<file path="config.mk">
export PLATFORM = sky130hd
export DESIGN_NAME = ifetch
export DESIGN_NICKNAME = d
export VERILOG_FILES = /design/src/rtl/ifetch_pkg.sv /design/src/rtl/ifetch_ifq.sv /design/src/rtl/ifetch.sv
export SDC_FILE = /design/constraint.sdc
export NUM_CORES = 1
export LEC_CHECK = 0
export ABC_AREA = 1
export CAP_MARGIN = 15
export CORE_ASPECT_RATIO = 1.4
export CORE_MARGIN = 2
export CORE_UTILIZATION = 58
export CTS_BUF_LIST = sky130_fd_sc_hd__clkbuf_4 sky130_fd_sc_hd__clkbuf_8
export DETAILED_ROUTE_END_ITERATION = 6
export PLACE_DENSITY_LB_ADDON = 0.1
export SYNTH_ARGS = -nofsm -noshare
export SYNTH_HDL_FRONTEND = slang
export SYNTH_HIERARCHICAL = 1
export SYNTH_SLANG_ARGS = --single-unit
</file>
<file path="constraint.sdc">
create_clock -name clk -period 5.8 [get_ports clk]
set_input_delay 1.16 -clock clk [delete_from_list [all_inputs] [get_ports clk]]
set_output_delay 1.16 -clock clk [all_outputs]
set_load 0.01 [all_outputs]
</file>
<file path="src/rtl/ifetch_pkg.sv">
// Shared constants and types for the dearv front end.
//   AW          : default imem byte-address width
//   RESET_PC    : default fetch address after reset (4-byte aligned)
//   IMEM_WORD_D : imem access size code for a doubleword
//   INST_W      : instruction width
//   alu_sel_e   : execute-stage ALU operation select codes
//   push_e      : number of instructions the fetch stage enqueues in a cycle
package ifetch_pkg;

  localparam int unsigned AW          = 10;
  localparam int unsigned RESET_PC    = 0;
  localparam logic [1:0]  IMEM_WORD_D = 2'd3;
  localparam int unsigned INST_W      = 32;

  typedef enum logic [3:0] {
    ALU_ADD,
    ALU_SUB,
    ALU_SLL,
    ALU_SLT,
    ALU_SLTU,
    ALU_XOR,
    ALU_SRL,
    ALU_SRA,
    ALU_OR,
    ALU_AND
  } alu_sel_e;

  typedef enum logic [1:0] {
    PUSH_NONE,
    PUSH_ONE,
    PUSH_TWO
  } push_e;

endpackage

</file>
<file path="src/rtl/ifetch_ifq.sv">
// ifq: instruction queue between fetch and decode.
// Synchronous FIFO of {instruction, PC} entries, QDEPTH deep (power of two).
//   clk, rst_n          : clock, synchronous active-low reset
//   flush               : drop all entries (pointers and count cleared)
//   push2               : enqueue wr_inst0/wr_pc0 then wr_inst1/wr_pc1
//   push1               : enqueue wr_inst0/wr_pc0 only
//   pop                 : retire the head entry
//   count               : number of valid entries, 0..QDEPTH
//   head_inst, head_pc  : head entry, zero when the queue is empty
// The caller guarantees pushes fit and pops only happen when non-empty.
module ifq
  import ifetch_pkg::*;
#(
  parameter  int unsigned AW     = ifetch_pkg::AW,
  parameter  int unsigned QDEPTH = 4,
  localparam int unsigned CW     = $clog2(QDEPTH + 1)
) (
  input  logic              clk,
  input  logic              rst_n,
  input  logic              flush,
  input  logic              push2,
  input  logic              push1,
  input  logic              pop,
  input  logic [INST_W-1:0] wr_inst0,
  input  logic [AW-1:0]     wr_pc0,
  input  logic [INST_W-1:0] wr_inst1,
  input  logic [AW-1:0]     wr_pc1,
  output logic [CW-1:0]     count,
  output logic [INST_W-1:0] head_inst,
  output logic [AW-1:0]     head_pc
);

  localparam int unsigned PW = $clog2(QDEPTH);

  logic [INST_W-1:0] r_inst [QDEPTH];
  logic [AW-1:0]     r_pc   [QDEPTH];
  logic [PW-1:0]     r_rd_ptr;
  logic [PW-1:0]     r_wr_ptr;
  logic [CW-1:0]     r_count;

  logic [PW-1:0]     w_wr_ptr1;
  logic [CW-1:0]     w_count_nxt;
  logic              w_empty;

  always_comb begin
    w_wr_ptr1   = r_wr_ptr + PW'(1);
    w_count_nxt = r_count;
    if (push2) begin
      w_count_nxt = w_count_nxt + CW'(2);
    end else if (push1) begin
      w_count_nxt = w_count_nxt + CW'(1);
    end
    if (pop) begin
      w_count_nxt = w_count_nxt - CW'(1);
    end
  end

  always_ff @(posedge clk) begin
    if (!rst_n || flush) begin
      r_rd_ptr <= '0;
      r_wr_ptr <= '0;
      r_count  <= '0;
    end else begin
      r_count <= w_count_nxt;
      if (pop) begin
        r_rd_ptr <= r_rd_ptr + PW'(1);
      end
      if (push2) begin
        r_wr_ptr <= r_wr_ptr + PW'(2);
      end else if (push1) begin
        r_wr_ptr <= w_wr_ptr1;
      end
    end
  end

  // Payload storage is not reset; the count alone defines what is valid.
  always_ff @(posedge clk) begin
    if (rst_n && !flush) begin
      if (push2 || push1) begin
        r_inst[r_wr_ptr] <= wr_inst0;
        r_pc[r_wr_ptr]   <= wr_pc0;
      end
      if (push2) begin
        r_inst[w_wr_ptr1] <= wr_inst1;
        r_pc[w_wr_ptr1]   <= wr_pc1;
      end
    end
  end

  assign w_empty   = (r_count == '0);
  assign count     = r_count;
  assign head_inst = w_empty ? '0 : r_inst[r_rd_ptr];
  assign head_pc   = w_empty ? '0 : r_pc[r_rd_ptr];

endmodule

</file>
<file path="src/rtl/ifetch.sv">
// ifetch: instruction fetch unit for the dearv RV64 core.
// Reads 64-bit doublewords from a combinational imem, splits them into two
// 32-bit instructions and queues them with their PCs for decode.
//   clk, rst_n   : clock, synchronous active-low reset
//   imem_addr    : doubleword-aligned fetch address
//   imem_word    : access size, constant doubleword
//   imem_data    : imem read data, same cycle as imem_addr
//   redirect     : flush the queue and restart fetch at redirect_pc
//   redirect_pc  : new fetch address (bits [1:0] ignored)
//   inst_valid   : queue head valid (never in a redirect cycle)
//   inst_ready   : decode accepts the head
//   inst, inst_pc: head instruction and PC, zero when the queue is empty
module ifetch
  import ifetch_pkg::*;
#(
  parameter int unsigned    AW       = ifetch_pkg::AW,
  parameter int unsigned    QDEPTH   = 4,
  parameter logic [AW-1:0]  RESET_PC = AW'(ifetch_pkg::RESET_PC)
) (
  input  logic              clk,
  input  logic              rst_n,
  output logic [AW-1:0]     imem_addr,
  output logic [1:0]        imem_word,
  input  logic [63:0]       imem_data,
  input  logic              redirect,
  input  logic [AW-1:0]     redirect_pc,
  output logic              inst_valid,
  input  logic              inst_ready,
  output logic [INST_W-1:0] inst,
  output logic [AW-1:0]     inst_pc
);

  localparam int unsigned CW = $clog2(QDEPTH + 1);

  logic [AW-1:0]     r_fetch_pc;

  logic [AW-1:0]     w_aligned;
  logic [AW-1:0]     w_pc_next;
  logic [CW-1:0]     w_count;
  logic              w_pop;
  push_e             w_push;
  logic [INST_W-1:0] w_wr_inst0;
  logic [AW-1:0]     w_wr_pc0;
  logic [INST_W-1:0] w_wr_inst1;
  logic [AW-1:0]     w_wr_pc1;

  assign w_aligned = {r_fetch_pc[AW-1:3], 3'b000};
  assign w_pc_next = w_aligned + AW'(8);
  assign imem_addr = w_aligned;
  assign imem_word = IMEM_WORD_D;

  // Free space is judged on the count before this cycle's pop, so a pop
  // only makes room for the following cycle.
  always_comb begin
    w_push = PUSH_NONE;
    if (!redirect) begin
      if (!r_fetch_pc[2] && (w_count <= CW'(QDEPTH - 2))) begin
        w_push = PUSH_TWO;
      end else if (r_fetch_pc[2] && (w_count != CW'(QDEPTH))) begin
        w_push = PUSH_ONE;
      end
    end
  end

  // A word-aligned fetch_pc with bit 2 set enqueues only the upper half,
  // so slot 0 takes whichever half sits at fetch_pc itself.
  always_comb begin
    w_wr_inst0 = r_fetch_pc[2] ? imem_data[63:32] : imem_data[31:0];
    w_wr_pc0   = r_fetch_pc;
    w_wr_inst1 = imem_data[63:32];
    w_wr_pc1   = r_fetch_pc + AW'(4);
  end

  assign inst_valid = (w_count != '0) && !redirect;
  assign w_pop      = inst_valid && inst_ready;

  always_ff @(posedge clk) begin
    if (!rst_n) begin
      r_fetch_pc <= RESET_PC;
    end else if (redirect) begin
      r_fetch_pc <= redirect_pc & {{(AW-2){1'b1}}, 2'b00};
    end else if (w_push != PUSH_NONE) begin
      r_fetch_pc <= w_pc_next;
    end
  end

  ifq #(
    .AW     (AW),
    .QDEPTH (QDEPTH)
  ) u_ifq (
    .clk       (clk),
    .rst_n     (rst_n),
    .flush     (redirect),
    .push2     (w_push == PUSH_TWO),
    .push1     (w_push == PUSH_ONE),
    .pop       (w_pop),
    .wr_inst0  (w_wr_inst0),
    .wr_pc0    (w_wr_pc0),
    .wr_inst1  (w_wr_inst1),
    .wr_pc1    (w_wr_pc1),
    .count     (w_count),
    .head_inst (inst),
    .head_pc   (inst_pc)
  );

endmodule

</file>
==> key figures <==
Outcome
  • Status: finished, final reports clean

Logic synthesis
  • Synth Warn #: 6
  • Library cells used by synthesis: 34
  • Synthesized cell area: 10300 µm²
  • Mapped Cells: 1258
  • Largest family of logic cells by synthesized area: simple AND/OR/NAND/NOR gates
  • Async set-reset flop share out of synthesis: 0
  • Mux cell area share after synthesis: 0
  • Adder-cell share of the synthesized area: 0.0146
  • Post-synthesis simple-gate area fraction: 0.231
  • Post-synth EDFFs: 168
  • Compound-cell area share of the yosys netlist: 0.146
  • Synth Flop Type: edfxtp_1
  • Synth top area share: 0.492
  • Post-synthesis sequential area ratio: 0.525
  • Leading area contributor after synthesis: edfxtp_1
  • Xor/xnor share of the synthesized area: 0.00427
  • Syn Area/Cell: 8.15 µm²
  • Synth top area cells: edfxtp_1, nand2_1, o21ai_0
  • Post-synthesis register bit count: 185

Drt
  • Post-route ant nets: 0
  • DR WL/cell: ~16 µm
  • DRC: 0
  • Drt first-iter violations: ~670
  • Drt pass-1 iters: 6
  • Via/cell ratio: roughly 5.4
  • Via count: 8629
  • Routed wire length: about 25000 µm

Clock tree
  • H-tree levels: 4
  • Clock sinks: 185
  • Hold buffers post-CTS: 0
  • Clk_lat worst skew: 460 ps
  • Clock tree buffer depth: 2
  • Clock root buffer: clkbuf_8
  • Worst-path clk slew: 90 ps
  • CTS tree: built
  • Setup Buffers After CTS: 0
  • Cts repair resizes: 0
  • Inserted Clock Buffers: 17

Floorplan
  • FP Rows: 57
  • Die Y: 161 µm
  • Width of the die: 116 µm
  • Die area: 18800 µm²
  • Core area: 17300 µm²
  • Num ports: 133
  • Initial core utilization: 0.592

STA
  • Hold Violations, Final: 0
  • Relative slew slack: 0.297
  • Clock Skews: 14.2 ps
  • Worst slew pin tran: 1050 ps
  • RSZ-0062 raised after global routing: false
  • Fmax: 247 MHz
  • Pins Over Slew Limit: 0
  • Period utilization: 0.698
  • Setup violators final: 0
  • Fin crit period: 4050 ps
  • Final setup TNS: 0 ps

Place
  • Dpl cells: 1559
  • DP HPWL: between 15000 and 20000 µm
  • IO buf count: 125
  • Gp weighted congestion: 0.804

GRT
  • Number of global-route vias before repair: 8238
  • GRT Residual Overflow: 0
  • First-pass GRT wire length: 39000 µm
  • GRT Total Usage: 0.266
  • Largest net degree at the start of global routing: 85
  • Initial antenna violation count: 0

Final layout
  • Layout cells sized above 1: 0.0626
  • Utilization after layout: 0.693
  • # diodes: 0
  • Layout area overhead: 17.1%
  • Filler cell count: 1427
  • Fin cells: 1593
  • Nets: about 1400

Setup path
  • Worst EP required: 4640 ps
  • Startpoint types: register
  • Crit-path max FO: 53
  • Critical Setup Path Class: register to primary output
  • Crit end category: primary output
  • Arrival time worst endpoint: 2890 ps

Power and ir drop
  • Leak: roughly 5.0 nW
  • Max VDD drop: 0.167 mV
  • PwrDens: between 200 and 250 nW/µm²

Run
  • Max-cap viol count: 0

Worst hold path
  • Tightest Hold Check Type: register to register
==> layer usage <==
layer	vias to the layer above	share of wire	track usage
met1	3994	0.41	0.323
li1	4282	-	-
met5	-	0	0
met3	47	0.056	0.0428
met2	306	0.51	0.464
met4	0	0.024	0.113
==> report_power, final <==
part	internal [mW]	switching (mW)	total, mW
sequential	1.50	0.0223	1.52
combinational	0.160	0.213	0.374
clock	0.503	0.448	0.951
total	2.16	0.684	2.85
==> Yosys cell counts (12+ instances only) <==
cell	number
buf_6	13
ha_1	12
buf_2	28
inv_1	66
a21oi_1	51
buf_4	17
clkbuf_1	27
o21ai_1	24
nand2_1	481
nor2_1	108
o21ai_2	14
edfxtp_1	168
o21ai_0	193
dfxtp_1	17
==> registers in the layout (all words and copies together), names as in the netlist, named ones only <==
signal,cells
r_fetch_pc,8
u_ifq/count,3
u_ifq/r_pc,40
u_ifq/r_inst,128
u_ifq/r_wr_ptr,2
u_ifq/r_rd_ptr,2
==> metrics by stage <==
step           worst slack, ps  hold WS [ps]  area (µm²)  total power [mW]
2_1_floorplan              515           436       10300              1.77
3_3_place_gp              1330           449       11500              1.91
3_5_place_dp              1320           463       11500              1.92
4_1_cts                   1490           484       12000              2.86
5_1_grt                   1560           527       12000              2.96
6_report                  1750           485       12000              2.85
==> final cells by class <==
| cell class | count | area (µm²) | share of cell area |
|---|---|---|---|
| multi-input cells | 927 | 4190 | 0.349 |
| clock inverters | 11 | 169 | 0.0141 |
| repair buffers | 144 | 1430 | 0.119 |
| clock buffers | 21 | 277 | 0.0230 |
| well taps | 236 | 295 | 0.0246 |
| flip-flops and latches | 185 | 5390 | 0.449 |
| inverters | 69 | 264 | 0.0220 |
==> cells in the final DEF, fill, tap and decap left out, types with 2 or more instances in the layout <==
cell             count
nor2_4               2
conb_1              15
inv_1               65
clkbuf_8            19
nand3_4              4
nor2_1             107
o21ai_1             24
o21ai_0            189
dfxtp_1             15
buf_12               3
edfxtp_1           168
xor2_1               4
nand3_1             10
o21ai_4              4
clkbuf_4             2
inv_2                2
clkdlybuf4s50_1    125
clkinv_4             4
inv_4                2
o21ai_2             14
clkinv_2             2
bufinv_16            4
nand2_1            481
a21oi_1             51
buf_4               15
ha_1                12
==> worst max-delay path, cell delays in order, from the launching register on <==
cell             delay, ps
dfxtp_1                320
inv_2                  680
buf_4                  490
nand2_1                100
a21oi_1                260
clkdlybuf4s50_1        590
==> final timing paths <==
check | endpoint | slack, ps | cells past startpoint | start
min reg2reg | register | 480 | 2 | u_ifq/r_rd_ptr[1]
max reg2reg | u_ifq/r_inst[1][0] | 2500 | 6 | r_fetch_pc[2]
min | register | 480 | 2 | u_ifq/r_rd_ptr[1]
max | inst_pc[1] | 1750 | 5 | register
==> kinds of logic after synthesis <==
logic type | Yosys count
simple gates | 610
compound gates | 285
flops | 185
fa+ha+maj | 12
buf+inv | 159
other cells | 2
xor+xnor | 5
(Power assumes the default switching activity.)
==> patch 1, RTL diff (same settings) <==
`QDEPTH` is set to 4 in 2 places; all go to 2.
--- a/src/rtl/ifetch_ifq.sv
+++ b/src/rtl/ifetch_ifq.sv
@@ -13,5 +13,5 @@
 #(
   parameter  int unsigned AW     = ifetch_pkg::AW,
-  parameter  int unsigned QDEPTH = 4,
+  parameter  int unsigned QDEPTH = 2,
   localparam int unsigned CW     = $clog2(QDEPTH + 1)
 ) (
--- a/src/rtl/ifetch.sv
+++ b/src/rtl/ifetch.sv
@@ -15,5 +15,5 @@
 #(
   parameter int unsigned    AW       = ifetch_pkg::AW,
-  parameter int unsigned    QDEPTH   = 4,
+  parameter int unsigned    QDEPTH   = 2,
   parameter logic [AW-1:0]  RESET_PC = AW'(ifetch_pkg::RESET_PC)
 ) (
Function: changed (a bounded check fails within 4 cycles, from zero or initial values and one cycle with rst_n low).
==> patch 1 against the unedited design <==
Final area down 41%. Wire length decreased by 44%. Synthesized area shrank 44%. Non-clock buffer count shrank 13. Clock skew is 4.4 ps lower. Sequential cell count is 88 lower. Synthesized cell count decreased by 44%. Combinational power down 25%. Register-to-register slack worse by 230 ps. Count of clock-buffer cells in the layout is 12 lower. Total power decreased by 43%. Worst setup slack got worse by 430 ps. Critical path type unchanged. Largest cell class unchanged. Largest power group unchanged.
==> patch 1: results (changes against the unedited design) <==
| Metric | Value |
|---|---|
| Worst EP arrival | `3320 ps (+430 ps)` |
| Worst Clk Skew | `9.833 ps (-4.416 ps)` |
| Status | `complete, no violations` |
| Reg2reg setup slack | `2270 ps (-230 ps)` |
| RR Endpoint | `u_ifq/r_pc[0][6]$_DFFE_PP_` |
| Post-synthesis sequential area ratio | `0.4876 (-0.03733)` |
| First-pass GRT wire length | `21.82 mm (-44%)` |
| R2R cell count | `5 (-1)` |
| Yosys cell types | `32 (-5.9%)` |
| GRT met2 Usage | `0.4853 (+0.02126)` |
| Worst skew pair latency | `380 ps (-80 ps)` |
| Fillcell total | `730 (-49%)` |
| Met3 GRT Util | `0.05102 (+0.008244)` |
| Compound-cell area share of the yosys netlist | `0.1489 (+0.002999)` |
| Met1 Resource Use GR | `0.2917 (-0.03146)` |
| WL/cell | `14.75 um (-4.9%)` |
| CTS buffer count | `9 (-8)` |
| Worst setup path endpoint | `inst_pc[9]` |
| Synth top area share | `0.4420 (-0.04976)` |
| Post-synthesis adder-cell area fraction | `0.008770 (-0.005866)` |
| Initial DRT Pass Iterations | `5 (-1)` |
| Max incr delay on CP | `930 ps (+250 ps)` |
| DR iter-0 viols | `380 (-43%)` |
| Hold Crit Start | `r_fetch_pc[9]$_SDFFE_PN0P_` |
| Regs by FF count | `u_ifq/r_inst (64), u_ifq/r_pc (20), r_fetch_pc (8)` |
| GP Congestion | `0.8310 (+3.3%)` |
| Detail Placement HPWL | `8.656 mm (-42%)` |
| Routed met1 length | `5.177 mm (-48%)` |
| Layout cells sized above 1 | `0.09441 (+0.03177)` |
| Post-synth EDFFs | `84 (-50%)` |
| Metal3 WL | `912 um (-34%)` |
| Worst Tran Pin Value | `989.8 ps (-62.61 ps)` |
| Metal2 WL | `7.489 mm (-41%)` |
| Crit Path Max Fanout | `43 (-19%)` |
| Pint | `1.215 mW (-44%)` |
| Ranking of synthesized cells by area | `edfxtp_1, nand2_1, o21ai_1` |
| VDD IR max | `0.0001529 V (-8.4%)` |
| LEAKAGE | `2.920 nW (-41%)` |
| Nets | `882 (-38%)` |
| CP max-delay cell | `dfxtp_2` |
## patch 1: cell type report
cell class                      count  share of cell area
Inverter                           61             0.03288
Multi-Input combinational cell    500              0.3363
Clock inverter                      7             0.01670
Clock buffer                        9             0.01741
Sequential cell                    97              0.3913
Tap cell                          132             0.02321
Timing Repair Buffer              131              0.1821
## patch 1: through the flow
step	util	hold slack, ps	area, um^2	setup WS (ps)	std cells
after floorplan	-	493.3	5741	337.9	712
after global placement	0.7227	526.4	6874	1205	921
after detailed placement	0.7227	516.8	6874	1105	921
after CTS	0.7482	533.1	7117	1321	937
after global routing	0.7482	593.0	7117	1184	937
final	0.7482	531.9	7117	1324	937
## patch 1: power groups by stage
stage	sequential, mW	combinational [mW]	clock (mW)
floorplan	0.826	0.171	0
global placement	0.832	0.267	0
detailed placement	0.834	0.279	0
CTS	0.818	0.280	0.539
global route	0.822	0.311	0.562
finish	0.818	0.281	0.535
==> patch 2, RTL diff (same flow settings) <==
Made on the original files. Reset style: asynchronous (`rst_n`), changed in one clocked block. Comments in the files are not updated.
--- a/src/rtl/ifetch.sv
+++ b/src/rtl/ifetch.sv
@@ -75,5 +75,5 @@
   assign w_pop      = inst_valid && inst_ready;
 
-  always_ff @(posedge clk) begin
+  always_ff @(posedge clk or negedge rst_n) begin
     if (!rst_n) begin
       r_fetch_pc <= RESET_PC;
Function: differs if rst_n is asserted again (counterexample within 4 cycles, from zero or initial values and one cycle with rst_n low); with rst_n held inactive, the same outputs for 4 cycles.
==> patch 2 against the unedited design <==
Synthesized area up 1.4%. Wire length down 1.2%. Sequential cell count unchanged. Total power up 5.6%. Final area up 0.34%. Sequential power up 3%. Largest power group unchanged. Worst setup slack worse by 130 ps. Worst hold slack worse by 15 ps. Clock skew up 0.82 ps. Register-to-register slack worse by 230 ps. Non-clock buffer count down 5. Sequential share of layout area up 0.18 points. Utilization down 0.33 points.
==> patch 2: results (changes against the unedited design) <==
| Metric | Value |
|---|---|
| Reg-to-Reg Start | `r_fetch_pc[2]$_DFFE_PN0P_` |
| Nets | `1429 (-0.35%)` |
| Post-synth EDFFs | `168 (unchanged)` |
| Worst Tran Pin Value | `1212 ps (+159.7 ps)` |
| Dpl cell area | `11620 um^2 (+0.69%)` |
| Pint | `2.207 mW (+2.1%)` |
| Initial DRT Pass Iterations | `5 (-1)` |
| Reg2reg setup slack | `2270 ps (-230 ps)` |
| LEAKAGE | `5.077 nW (+1.9%)` |
| FFs w/ async S/R, synth | `0.04324 (+0.04324)` |
| Period minus WS final | `4183 ps (+134.2 ps)` |
| Ranking of synthesized cells by area | `edfxtp_1, nand2_1, o21ai_0` |
| Crit Path Max Fanout | `51 (-3.8%)` |
| Global-route usage over all layers | `0.2704 (+0.004377)` |
| Synth cell count leaders | `nand2_1, edfxtp_1, o21ai_0, nor2_1, inv_1` |
| Syn avg cell area | `8.249 um^2 (+1.2%)` |
| Post-synthesis adder-cell area fraction | `0.01443 (-0.0002024)` |
| VDD IR max | `0.0001749 V (+4.7%)` |
| Status | `complete, no violations` |
| Post-Synth XOR/XNOR Area | `0.003368 (-0.0009010)` |
| DR iter-0 viols | `635 (-5.5%)` |
| Worst EP arrival | `3020 ps (+130 ps)` |
| Fillcell total | `1404 (-1.6%)` |
| Post-synthesis sequential area ratio | `0.5215 (-0.003412)` |
| Routed wire length | `24.40 mm (-1.2%)` |
| Setup WS pre-CTS | `1219 ps (-101.8 ps)` |
| RR Endpoint | `u_ifq/r_inst[3][2]$_DFFE_PP_` |
| Worst setup path endpoint | `inst_pc[0]` |
| Worst hold endpoint | `u_ifq/r_rd_ptr[1]$_SDFFE_PP0P_` |
| Worst skew pair latency | `480 ps (+20 ps)` |
| GP Congestion | `0.8013 (-0.36%)` |
| WL/cell | `15.37 um (-0.93%)` |
| Detail Placement HPWL | `14.57 mm (-3.0%)` |
| Compound-cell area share of the yosys netlist | `0.1427 (-0.003220)` |
| Hold Crit Start | `u_ifq/r_rd_ptr[1]$_SDFFE_PP0P_` |
| CTS buffer count | `17 (unchanged)` |
| Number of global-route vias before repair | `8279 (+0.50%)` |
| Worst Clk Skew | `15.07 ps (+0.8217 ps)` |
| DR vias | `8530 (-1.1%)` |
## patch 2: cell count changes in the layout (fill, tap and decap cells not counted), moves of 3 or more
cell and delta:
nand2_2 +7, a21oi_1 -3, buf_4 -4, o21ai_0 -58, dfrtp_1 +7, nand2_1 -10
dfxtp_1 -7, nand4_1 +4, inv_1 +7, o21ai_1 +42, nor2_1 -11, or2_2 +3
nand3_1 +10, o21ai_2 +10
## patch 2: per-layer routing
metal,up-vias,wire length (um),track usage
met3,31,1513,0.04801
met5,-,0,0
li1,4276,-,-
met4,0,444,0.09572
met1,3921,9795,0.3270
met2,302,12650,0.4783
## patch 2: critical path: stages (launching register included)
cell	delay (ps)
dfxtp_4	350
inv_2	610
buf_4	480
nand2_1	90
nand2_1	70
nand2_1	50
a21oi_1	270
clkdlybuf4s50_1	590
## patch 2: cell type report
class | instances | area, um^2 | area share
tap | 236 | 295.3 | 0.02450
multi-input combinational | 920 | 4215 | 0.3497
inverter | 76 | 287.8 | 0.02387
clock inverter | 15 | 197.7 | 0.01640
sequential | 185 | 5430 | 0.4505
timing repair buffer | 139 | 1394 | 0.1156
clock buffer | 17 | 234.0 | 0.01941
## patch 2: power by group through the flow
stage               logic [mW]  clock network (mW)  registers [mW]
global placement         0.495                   0            1.59
finish                   0.514               0.935            1.56
global route             0.584               0.996            1.56
CTS                      0.515               0.944            1.56
detailed placement       0.512                   0            1.59
floorplan                0.341                   0            1.58
## patch 2: cells by family after synthesis
kind of cell	count (synthesis)
buf+inv	169
compound gates	277
flops	185
xor+xnor	4
simple gates	612
other cells	2
fa+ha+maj	12
